### config.mk
export PLATFORM = sky130hd
export DESIGN_NAME = avg_uart_tx
export DESIGN_NICKNAME = d
export VERILOG_FILES = /design/src/rtl/avg_uart_tx.sv
export SDC_FILE = /design/constraint.sdc
export NUM_CORES = 1
export LEC_CHECK = 0
export ABC_AREA = 1
export CAP_MARGIN = 20
export CORE_ASPECT_RATIO = 2
export CORE_MARGIN = 4
export CORE_UTILIZATION = 35
export DETAILED_ROUTE_END_ITERATION = 16
export DONT_BUFFER_PORTS = 1
export GPL_ROUTABILITY_DRIVEN = 0
export PLACE_DENSITY = 0.55
export SLEW_MARGIN = 30
export SYNTH_ARGS = -nofsm -noshare
export SYNTH_HDL_FRONTEND = slang
export SYNTH_SLANG_ARGS = --single-unit
export TNS_END_PERCENT = 5
### constraint.sdc
create_clock -name system1000 -period 2.8 [get_ports system1000]
set_input_delay 0.28 -clock system1000 [delete_from_list [all_inputs] [get_ports system1000]]
set_output_delay 0.28 -clock system1000 [all_outputs]
set_load 0.01 [all_outputs]
### src/rtl/avg_uart_tx.sv
// Decimates the signed moving-average output, queues samples in a small FIFO
// and sends each one as an 8N1 UART frame on tx (LSB first, idle high).
module avg_uart_tx #(
  parameter int CLKS_PER_BIT = 4,
  parameter int SAMPLE_DIV   = 64,
  parameter int FIFO_DEPTH   = 4
) (
  input  logic       system1000,
  input  logic       system1000_rstn,
  input  logic [7:0] avg_in,
  output logic       tx,
  output logic       busy,
  output logic       fifo_overflow
);

  localparam int DW = (SAMPLE_DIV > 1) ? $clog2(SAMPLE_DIV) : 1;
  localparam int BW = $clog2(CLKS_PER_BIT);
  localparam int PW = $clog2(FIFO_DEPTH);
  localparam int CW = PW + 1;
  localparam logic [DW-1:0] DIV_LAST  = DW'(SAMPLE_DIV - 1);
  localparam logic [BW-1:0] BAUD_LAST = BW'(CLKS_PER_BIT - 1);
  localparam logic [CW-1:0] DEPTH_C   = CW'(FIFO_DEPTH);

  typedef enum logic [1:0] {IDLE, START, DATA, STOP} state_t;

  logic [DW-1:0] div_cnt;
  logic          strobe;
  logic          push;
  logic          pop;
  logic [7:0]    mem [FIFO_DEPTH];
  logic [PW-1:0] rd_ptr;
  logic [PW-1:0] wr_ptr;
  logic [CW-1:0] count;

  state_t        state,   state_n;
  logic [BW-1:0] baud,    baud_n;
  logic [2:0]    bit_cnt, bit_n;
  logic [7:0]    shift,   shift_n;
  logic          tx_n;
  logic          busy_n;

  assign strobe = (div_cnt == DIV_LAST);
  // A pop on the same edge frees a slot, so a full FIFO still accepts the push.
  assign push   = strobe && ((count != DEPTH_C) || pop);

  // NOTE: sequential state uses non-blocking (<=) so every register samples pre-edge values.
  always_ff @(posedge system1000 or negedge system1000_rstn) begin
    if (!system1000_rstn) begin
      div_cnt <= '0;
    end else if (strobe) begin
      div_cnt <= '0;
    end else begin
      div_cnt <= div_cnt + 1'b1;
    end
  end

  // NOTE: sample storage is left unreset; count==0 already marks every entry invalid.
  always_ff @(posedge system1000) begin
    if (push) mem[wr_ptr] <= avg_in;
  end

  always_ff @(posedge system1000 or negedge system1000_rstn) begin
    if (!system1000_rstn) begin
      rd_ptr        <= '0;
      wr_ptr        <= '0;
      count         <= '0;
      fifo_overflow <= 1'b0;
    end else begin
      if (push) wr_ptr <= wr_ptr + 1'b1;
      if (pop)  rd_ptr <= rd_ptr + 1'b1;
      case ({push, pop})
        2'b10:   count <= count + 1'b1;
        2'b01:   count <= count - 1'b1;
        default: count <= count;
      endcase
      if (strobe && !push) fifo_overflow <= 1'b1;
    end
  end

  always_ff @(posedge system1000 or negedge system1000_rstn) begin
    if (!system1000_rstn) begin
      state   <= IDLE;
      baud    <= '0;
      bit_cnt <= '0;
      shift   <= '0;
      tx      <= 1'b1;
      busy    <= 1'b0;
    end else begin
      state   <= state_n;
      baud    <= baud_n;
      bit_cnt <= bit_n;
      shift   <= shift_n;
      tx      <= tx_n;
      busy    <= busy_n;
    end
  end

  // NOTE: every combinational output gets a default first, so no path can infer a latch.
  always_comb begin
    state_n = state;
    baud_n  = baud + 1'b1;
    bit_n   = bit_cnt;
    shift_n = shift;
    tx_n    = tx;
    busy_n  = busy;
    pop     = 1'b0;
    unique case (state)
      IDLE: begin
        baud_n = '0;
        tx_n   = 1'b1;
        busy_n = 1'b0;
        if (count != '0) begin
          pop     = 1'b1;
          shift_n = mem[rd_ptr];
          state_n = START;
          tx_n    = 1'b0;
          busy_n  = 1'b1;
        end
      end
      START: begin
        if (baud == BAUD_LAST) begin
          state_n = DATA;
          baud_n  = '0;
          bit_n   = '0;
          tx_n    = shift[0];
        end
      end
      DATA: begin
        if (baud == BAUD_LAST) begin
          baud_n = '0;
          if (bit_cnt == 3'd7) begin
            state_n = STOP;
            tx_n    = 1'b1;
          end else begin
            bit_n   = bit_cnt + 3'd1;
            shift_n = shift >> 1;
            tx_n    = shift[1];
          end
        end
      end
      STOP: begin
        if (baud == BAUD_LAST) begin
          state_n = IDLE;
          baud_n  = '0;
          busy_n  = 1'b0;
          tx_n    = 1'b1;
        end
      end
      default: state_n = IDLE;
    endcase
  end

endmodule

==> results.yml <==
status:
  status: "completed"
clock_tree:
  cts_buffers: 9
  cts_tree: "built"
  cts_setup_buffers: 0
  cts_max_path_buffers: 2
  insertion_delay_ns: 0.33
  clk_pin_slew_worst_paths_ns: 0.05
  cts_root_buffer: "clkbuf_16"
  htreeDepth: 3
  cts_sinks: 63
global_route:
  grt_pass1_wl_um: 8990
  gr-total-overflow: 0
  grt_start_max_net_pins: 32
  grt_use_total_pct: 12.4
  grt_pass1_vias: 1867
  antenna_found_initial: 0
timing:
  slew_violations: 0
  slew-limit-headroom_pct: 59.3
  worst_slack_ns: 0.462
  skew_ns: 0.00497
  fmax_mhz: 428
  setup_viol: 0
  hold_viol: 0
  rsz0062_at_grt: "no"
  period_minus_slack_ns: 2.34
  timing.hold.ws_ns: 0.0455
  final.setup.tns_ns: 0
  worst_pin_slew_ns: 0.611
  min_period_over_period_pct: 83.5
finish:
  drive_gt1_share_pct: 12.9
  area_growth_pct: 14.5
  final_util_pct: 41.5
  multi_input_area_sq_um: 995
  register_area_sq_um: 1740
  instances_no_fill: 391
  fill_cells: 779
  fin_nets: 314
  design_area_sq_um: 3320
  insertedDiodeCount: 0
synthesis:
  synth_nets: 303
  synth_edf_count: 32
  synth.area.top_cells: "edfxtp_1 33%, dfrtp_1 26%, nand2_1 10%, ha_1 5.6%, nand3_1 5.0%"
  avgSynthCellArea_sq_um: 10.4
  yosysMostFrequentCell: "nand2_1"
  synth_warnings: 0
  ys_types: 33
  ys_async_sr_fraction_pct: 49.2
  yosysSeqAreaShare_pct: 59.9
  postSynthCellCount: 279
  synth_area_sq_um: 2900
  ys.flop_type: "edfxtp_1"
  ys_ff_latch: 63
  netlist.area_leader.share_pct: 33.1
  synth_top_area_cell: "edfxtp_1"
  netlist_top_cells_count: "80 x nand2_1, 32 x edfxtp_1, 30 x dfrtp_1"
hold_path:
  hold_path_class: "input pin to flop"
placed_design:
  place_ws_ns: 0.474
  io_buffers: 0
  dpl_cell_area_sq_um: 3000
  dp_cells: 373
  dp_hpwl_um: 3720
die:
  core_sq_um: 8000
  io_pins: 13
  row_count: 46
  dieHeight_um: 137
  start_util_pct: 36.2
  dieArea_sq_um: 9890
  dieWidth_um: 72.4
setup_path:
  endpoint_kind: "flop"
  critical_path_required_ns: 3.00
  crit_fanout: 8
  crit_chain: "inv_1, ha_1, inv_2, nand3_1, nand2_2, ha_1, inv_1, fa_1, a21oi_1, o21ai_0, xor2_1"
  worst_path_largest_cell_delay_ns: 0.41
  crit_path_start_kind: "flop"
  slowest_stage: "dfrtp_1"
  cp.arrival_ns: 2.54
  crit_type: "flop to flop"
detailed_routing:
  drtIter0Drc: 55
  drtPass1Iterations: 4
  antenna_left: 0
  vias: 1809
  wl_per_cell_um: 13.0
  route.detailed.drc: 0
  post_drt_via_cell_ratio: 4.63
  wl_um: 5090
pwr:
  power.density_nw_per_um2: 618
  power_mw: 2.05
  static-leakage-power_nw: 1.44
  vdd.ir_drop.worst_mv: 0.449
job:
  cap_violations: 0
==> placed cells by master (no fill, tap or decap), types with 2 or more instances in the layout <==
cell,count
nand2_1,80
edfxtp_1,32
dfrtp_1,30
nand3_1,29
inv_1,24
nor2_1,14
ha_1,13
clkbuf_16,9
o21ai_0,7
xor2_1,5
a21oi_1,4
nand4_1,4
or2_2,4
buf_4,4
inv_4,3
nor2_2,2
inv_2,2
nand3_2,2
o21ai_1,2
nand2_4,2
or2_1,2
o31ai_1,2
clkinv_1,2
clkinv_2,2
==> what timing repair did <==
item	in CTS	in global routing
resized for setup	0	0
endpoints found under the setup margin	0	0
hold endpoints to repair	31	0
hold buffers	2	0
==> state kept, by name, indices dropped and copies added, names as in the netlist <==
register	count
mem	32
baud	2
shift	8
busy	1
rd_ptr	2
fifo_overflow	1
state	2
wr_ptr	2
count	3
bit_cnt	3
tx	1
div_cnt	6
==> path summary, 6_finish.rpt <==
kind / startpoint / endpoint / slack, ns / cells after the start
worst max-delay path: state[0] / count[2] / 0.46 / 11
worst min-delay path: avg_in[4] / mem[2][4] / 0.05 / 0
worst max register to register: state[0] / count[2] / 0.46 / 11
worst min register to register: baud[0] / baud[0] / 0.43 / 1
max in group asynchronous: system1000_rstn / tx / 2.16 / 2
min in group asynchronous: system1000_rstn / bit_cnt[0] / 0.40 / 2
==> logic make-up (layout without fill, tap and decap cells) <==
family                   after synthesis  after routing  share of synthesized area [%]
AO/OA/AOI/OAI                         17             17                           3.24
XOR/XNOR                               6              6                           1.81
adder cells (fa/ha/maj)               14             14                           6.30
buffers and inverters                 35             51                           5.74
flip-flops                            63             63                           59.9
AND/OR/NAND/NOR                      144            144                           23.0
==> worst max-delay path: cells and delay by family, from the launching register on <==
family,cells,cell delay [ns]
and+or+nand+nor,2,0.30
buffers and inverters,3,0.27
DFF,1,0.41
xor gates and xnor gates,1,0.15
adders and majority gates,3,0.84
AOI/OAI and AO/OA,2,0.25
==> layer usage <==
metal	GRT usage (%)	share of wire [%]	up-vias
met4	8.58	3.3	0
met3	3.90	3.8	13
met5	0	0	-
met2	21.2	55	23
met1	12.5	38	839
li1	-	-	934
==> power by group <==
part           internal [mW]  switching (mW)  total, mW  leakage, nW
logic                0.00380         0.00913     0.0129        0.593
registers              0.976               0      0.976        0.703
clock network          0.679           0.384       1.06        0.140
total                   1.66           0.393       2.05         1.44
==> area by class of cell <==
type | count | area share [%]
sequential | 63 | 52.4
inverter | 29 | 3.51
timing repair buffer | 6 | 1.81
clock buffer | 9 | 6.79
tap | 96 | 3.62
clock inverter | 7 | 1.92
multi-input combinational | 181 | 30.0
Note: power is estimated with default switching activity, not from simulation.
